===== config.mk =====
export PLATFORM = sky130hd
export DESIGN_NAME = bus_mem_ctrl
export DESIGN_NICKNAME = d
export VERILOG_FILES = /design/src/rtl/bus_mem_pkg.sv /design/src/rtl/bus_mem_ctrl_ld_reg.sv /design/src/rtl/bus_mem_ctrl.sv
export SDC_FILE = /design/constraint.sdc
export NUM_CORES = 1
export LEC_CHECK = 0
export CAP_MARGIN = 40
export CORE_ASPECT_RATIO = 0.9
export CORE_MARGIN = 2
export CORE_UTILIZATION = 44
export CTS_CLUSTER_SIZE = 16
export DETAILED_ROUTE_END_ITERATION = 12
export PLACE_DENSITY = 0.85
export SYNTH_ARGS = -nofsm -noshare
export SYNTH_HDL_FRONTEND = slang
export SYNTH_SLANG_ARGS = --single-unit

===== constraint.sdc =====
create_clock -name Clk -period 4.5 [get_ports Clk]
set_input_delay 0.9 -clock Clk [delete_from_list [all_inputs] [get_ports Clk]]
set_output_delay 0.9 -clock Clk [all_outputs]
set_load 0.02 [all_outputs]

===== src/rtl/bus_mem_pkg.sv =====
// Shared types and limits for the bus-side memory controller.
// Holds the FSM state enum and the wait-state counter sizing.
package bus_mem_pkg;

    localparam int WS_CNT_W        = 4;
    localparam int MAX_WAIT_STATES = 15;

    typedef enum logic [1:0] {
        IDLE = 2'd0,
        RD   = 2'd1,
        WR   = 2'd2,
        DONE = 2'd3
    } mem_state_t;

endpackage


===== src/rtl/bus_mem_ctrl_ld_reg.sv =====
// Load-enabled register with asynchronous active-low clear.
// Ports: clk, rst_n, ld (load enable), d (next value), q (held value).
module ld_reg #(
    parameter int W = 16
) (
    input  logic         clk,
    input  logic         rst_n,
    input  logic         ld,
    input  logic [W-1:0] d,
    output logic [W-1:0] q
);

    always_ff @(posedge clk or negedge rst_n) begin
        if (!rst_n) begin
            q <= '0;
        end else if (ld) begin
            q <= d;
        end
    end

endmodule


===== src/rtl/bus_mem_ctrl.sv =====
// Bus-side memory controller: MAR/MDR plus single-access SRAM cycles.
// Ports: Clk, Reset_n, BUS, LD_MAR, LD_MDR, MEM_RD, MEM_WR in; MAR, MDR,
// mem_addr, mem_wdata, strobes (ce/oe/we, active low), R, busy out.
module bus_mem_ctrl
    import bus_mem_pkg::*;
#(
    parameter int WAIT_STATES = 2,
    parameter int DATA_W      = 16
) (
    input  logic              Clk,
    input  logic              Reset_n,
    input  logic [DATA_W-1:0] BUS,
    input  logic              LD_MAR,
    input  logic              LD_MDR,
    input  logic              MEM_RD,
    input  logic              MEM_WR,
    output logic [DATA_W-1:0] MAR,
    output logic [DATA_W-1:0] MDR,
    output logic [DATA_W-1:0] mem_addr,
    input  logic [DATA_W-1:0] mem_rdata,
    output logic [DATA_W-1:0] mem_wdata,
    output logic              mem_ce_n,
    output logic              mem_oe_n,
    output logic              mem_we_n,
    output logic              R,
    output logic              busy
);

    // Out-of-range settings saturate rather than wrap the 4-bit counter.
    localparam int WS_EFF = (WAIT_STATES > MAX_WAIT_STATES) ?
                            MAX_WAIT_STATES : WAIT_STATES;
    localparam logic [WS_CNT_W-1:0] WS_INIT = WS_CNT_W'(WS_EFF);

    mem_state_t          state;
    logic [WS_CNT_W-1:0] cnt;

    logic              idle;
    logic              rd_last;
    logic              mar_ld;
    logic              mdr_ld;
    logic [DATA_W-1:0] mdr_d;

    assign idle    = (state == IDLE);
    assign rd_last = (state == RD) && (cnt == '0);

    // Registers only load from the bus while idle, which freezes
    // address and write data for the whole access.
    assign mar_ld = idle && LD_MAR;
    assign mdr_ld = (idle && LD_MDR) || rd_last;

    // 2:1 source select for MDR: read data on the final read edge.
    assign mdr_d = rd_last ? mem_rdata : BUS;

    ld_reg #(.W(DATA_W)) u_mar (
        .clk   (Clk),
        .rst_n (Reset_n),
        .ld    (mar_ld),
        .d     (BUS),
        .q     (MAR)
    );

    ld_reg #(.W(DATA_W)) u_mdr (
        .clk   (Clk),
        .rst_n (Reset_n),
        .ld    (mdr_ld),
        .d     (mdr_d),
        .q     (MDR)
    );

    assign mem_addr  = MAR;
    assign mem_wdata = MDR;

    // Strobes, R and busy are registered alongside the next state so
    // they track it exactly and clear asynchronously with reset.
    always_ff @(posedge Clk or negedge Reset_n) begin
        if (!Reset_n) begin
            state    <= IDLE;
            cnt      <= '0;
            mem_ce_n <= 1'b1;
            mem_oe_n <= 1'b1;
            mem_we_n <= 1'b1;
            R        <= 1'b0;
            busy     <= 1'b0;
        end else begin
            unique case (state)
                IDLE: begin
                    R <= 1'b0;
                    if (MEM_RD) begin
                        state    <= RD;
                        cnt      <= WS_INIT;
                        mem_ce_n <= 1'b0;
                        mem_oe_n <= 1'b0;
                        busy     <= 1'b1;
                    end else if (MEM_WR) begin
                        state    <= WR;
                        cnt      <= WS_INIT;
                        mem_ce_n <= 1'b0;
                        mem_we_n <= 1'b0;
                        busy     <= 1'b1;
                    end
                end
                RD, WR: begin
                    if (cnt == '0) begin
                        state    <= DONE;
                        mem_ce_n <= 1'b1;
                        mem_oe_n <= 1'b1;
                        mem_we_n <= 1'b1;
                        R        <= 1'b1;
                    end else begin
                        cnt <= cnt - 1'b1;
                    end
                end
                DONE: begin
                    state <= IDLE;
                    R     <= 1'b0;
                    busy  <= 1'b0;
                end
                default: begin
                    state    <= IDLE;
                    mem_ce_n <= 1'b1;
                    mem_oe_n <= 1'b1;
                    mem_we_n <= 1'b1;
                    R        <= 1'b0;
                    busy     <= 1'b0;
                end
            endcase
        end
    end

endmodule


==> metrics.md <==
| Metric | Value |
|---|---|
| FF-to-FF End | u_mar.q[8]$_DFFE_PN0P_ |
| Critical Path Start Type | register |
| Pins Over Slew Limit | 0 |
| Die Span X | 80 microns |
| Synthesized cell area | roughly 2300 sq um |
| Sequential fraction of the synthesis area | between 40 and 50% |
| Max transition margin | 55.2% |
| Rows | 24 |
| First-pass GRT wire length | about 8.6 mm |
| Vias per std cell | between 5 and 6 |
| Synth cell types | 39 |
| Yosys warning total | 0 |
| Fill cell count | approximately 400 |
| Fin crit share | between 50% and 60% |
| Die area | 5790 sq um |
| Clk sink count | 43 |
| Share of cells above drive strength 1 | approximately an eighth |
| Inserted Clock Buffers | 5 |
| Maximum clock rate | 0.429 GHz |
| Iter 0 DRT Violations | between 80 and 90 |
| Routed len/inst | between 10 and 15 microns |
| Syn Inst Count | 210 |
| CP top delay family | buffers and inverters |
| FF-to-FF path depth | 4 |
| Final setup vio count | 0 |
| Synth Area per Inst | about 11 sq um |
| CP max FO | 2 |
| Crit-path max cell delay | approximately 0.60 ns |
| Post-CTS Repair Setup Buffers | 0 |
| H-tree levels | 2 |
| CP Buf/Inv Count | 1 |
| Crit-path cells | clkdlybuf4s50_1 |
| Critical path launch point | mem_ce_n$_DFFE_PN1P_ |
| Initial antenna violation count | 0 |
| CP max-delay cell | clkdlybuf4s50_1 |
| Leakage Power | roughly 1.4 nW |
| Flop and latch count out of synthesis | 43 |
| Async SR Flop Fraction | 100% |
| Routed wire length | ~5.2 mm |
| Cell Pwr Density | approximately 830 nW/um^2 |
| Core area | slightly below 5000 sq um |
| WS Path Type | reg2out |
| RSZ-0062 raised after global routing | false |
| Port Buf Inserts | between 100 and 150 |
| Post-CTS Hold Fix Bufs | 0 |
| Overflow after GRT | 0 |
| Syn_nets | between 200 and 300 |
| Hold crit path type | reg2reg |
| Final hold violations | 0 |
| Post-route ant nets | 0 |
| CTS tree | built |
| Min cycle time layout | between 2 and 2.5 ns |
| Clock skew | ~0.0065 ns |
| Initial core utilization | 46.4% |
| Antenna Cells | 0 |
| Arr. time, crit path | around 1.4 ns |
| Reg2Reg Launch Point | state[0]$_DFFE_PN0P_ |
| Crit path to | mem_ce_n |
| Power, Total | about 2.7 mW |
| GR Util All Layers | around a fifth |
| Post_cts resized | 0 |
| Vias in the first global route | 1,770 |
| DR pass1 iterations | 4 |
| Bufs on Longest Clock Path | 2 |
| Reg clk slew, reported paths | roughly 0.080 ns |
| CP Capture Type | primary output |
| DRC violations left | 0 |
| Worst-margin pin slew | approximately 0.67 ns |
| IO Count | ~110 |
| CP Depth | 1 |
| Nets | 327 |
| Clk root buf | clkbuf_8 |
| Worst vdd ir | between 0.4 and 0.5 mV |
| Post-DP HPWL | between 3 and 4 mm |
| Post-synth EDFFs | 0 |
| Via count | around 1,800 |
| Main synth FF type | dfrtp_1 |
| Die Ht | 72.4 microns |
| Area grow syn2layout | 43.9% |
| RePlAce Congestion | approximately 0.89 |
| Largest net degree at the start of global routing | 33 |
| Setup TNS | 0 ns |
| Req. time, crit path | ~3.6 ns |
| Status | finished, final reports clean |
| Max Cap Viol | 0 |
| Reg-to-reg slack, setup | 2.53 ns |
| Worst skew pair latency | 0.29 ns |
cells by family after synthesis:
| logic type | Yosys count | synth area share (%) |
|---|---|---|
| DFF | 43 | 47.2 |
| adders and majority gates | 7 | 3.83 |
| and+or+nand+nor | 38 | 9.24 |
| muxes | 32 | 14.9 |
| buffers and inverters | 49 | 13.9 |
| AOI/OAI and AO/OA | 41 | 10.9 |
stage by stage:
step           instance area [sq um]  cells  hold slack [ns]  utilization (%)  setup slack (ns)
2_1_floorplan                   2290    210            0.536                -              2.72
3_3_place_gp                    3130    339            0.481             63.6              2.12
3_5_place_dp                    3160    340            0.488             64.2              2.08
4_1_cts                         3290    348            0.506             66.8              2.16
5_1_grt                         3290    348            0.525             66.8              2.12
6_report                        3290    348            0.500             66.8              2.17
where the power goes:
group	switching [mW]	total (mW)	internal [mW]	leakage [nW]
registers	0.166	0.751	0.586	0.507
logic	0.817	1.64	0.818	0.838
clock network	0.130	0.352	0.222	0.0654
Yosys cell counts, types with 2 or more instances:
cell,n,area [sq um]
mux2i_1,16,160
inv_1,7,26.3
nor2_1,5,18.8
nand2_1,18,67.6
dfrtp_1,40,1000
nand2b_1,2,12.5
a31oi_1,2,12.5
a21oi_1,5,25.0
o22a_1,2,17.5
mux2_2,16,180
nor2b_1,2,12.5
clkbuf_1,2,7.51
a2bb2oi_1,2,17.5
ha_1,7,87.6
o21ai_1,2,10.0
o21ai_0,19,95.1
dfstp_2,3,78.8
buf_2,6,30.0
buf_4,34,255
worst min path at each step:
stage	startpoint	end	depth (start not counted)
6_report	R$_DFFE_PN0P_	R$_DFFE_PN0P_	2
5_1_grt	mem_we_n$_DFFE_PN1P_	mem_we_n$_DFFE_PN1P_	1
4_1_cts	R$_DFFE_PN0P_	R$_DFFE_PN0P_	2
3_5_place_dp	R$_DFFE_PN0P_	R$_DFFE_PN0P_	2
3_3_place_gp	R$_DFFE_PN0P_	R$_DFFE_PN0P_	2
2_1_floorplan	mem_we_n$_DFFE_PN1P_	mem_we_n$_DFFE_PN1P_	1
layer usage:
layer	part of all wire, %	track usage (%)	wire length (microns)	up-vias
met5	0	0	0	-
met1	43	25.1	2270	868
met3	7.3	4.73	379	8
met4	1.2	7.34	63	0
met2	48	30.4	2500	78
li1	-	-	-	844
worst min-delay path, delay by kind of cell (launching register included):
| family | cells | cell delay (ns) |
|---|---|---|
| AND/OR/NAND/NOR | 2 | 0.12 |
| flip-flops | 1 | 0.35 |
layout make-up:
type                       count  area (sq um)  share of cell area, %
clock buffer                   6          72.6                   2.20
timing repair buffer         107          1080                   32.9
multi-input combinational    118           888                   27.0
clock inverter                 2          60.1                   1.82
sequential                    43          1080                   32.8
inverter                       7          26.3                  0.798
tap                           65          81.3                   2.47
registers in the layout, summed over array words and instances (netlist names):
| register | flops |
|---|---|
| mem_we_n | 1 |
| mem_ce_n | 1 |
| busy | 1 |
| R | 1 |
| state | 2 |
| cnt | 4 |
| mem_oe_n | 1 |
| u_mdr.q | 16 |
| u_mar.q | 16 |
placed cells by master (no fill, tap or decap), types with 2 or more instances in the layout:
cell	synthesis	layout
a21oi_1	5	5
a2bb2oi_1	2	2
a31oi_1	2	2
bufinv_16	0	2
clkbuf_8	0	5
clkdlybuf4s50_1	0	105
dfrtp_1	40	40
dfstp_2	3	3
ha_1	7	7
inv_1	7	7
mux2_2	16	16
mux2i_1	16	16
nand2_1	18	18
nand2b_1	2	2
nor2_1	5	5
nor2b_1	2	2
o21ai_0	19	19
o21ai_1	2	2
o22a_1	2	2
(Power assumes the default switching activity.)
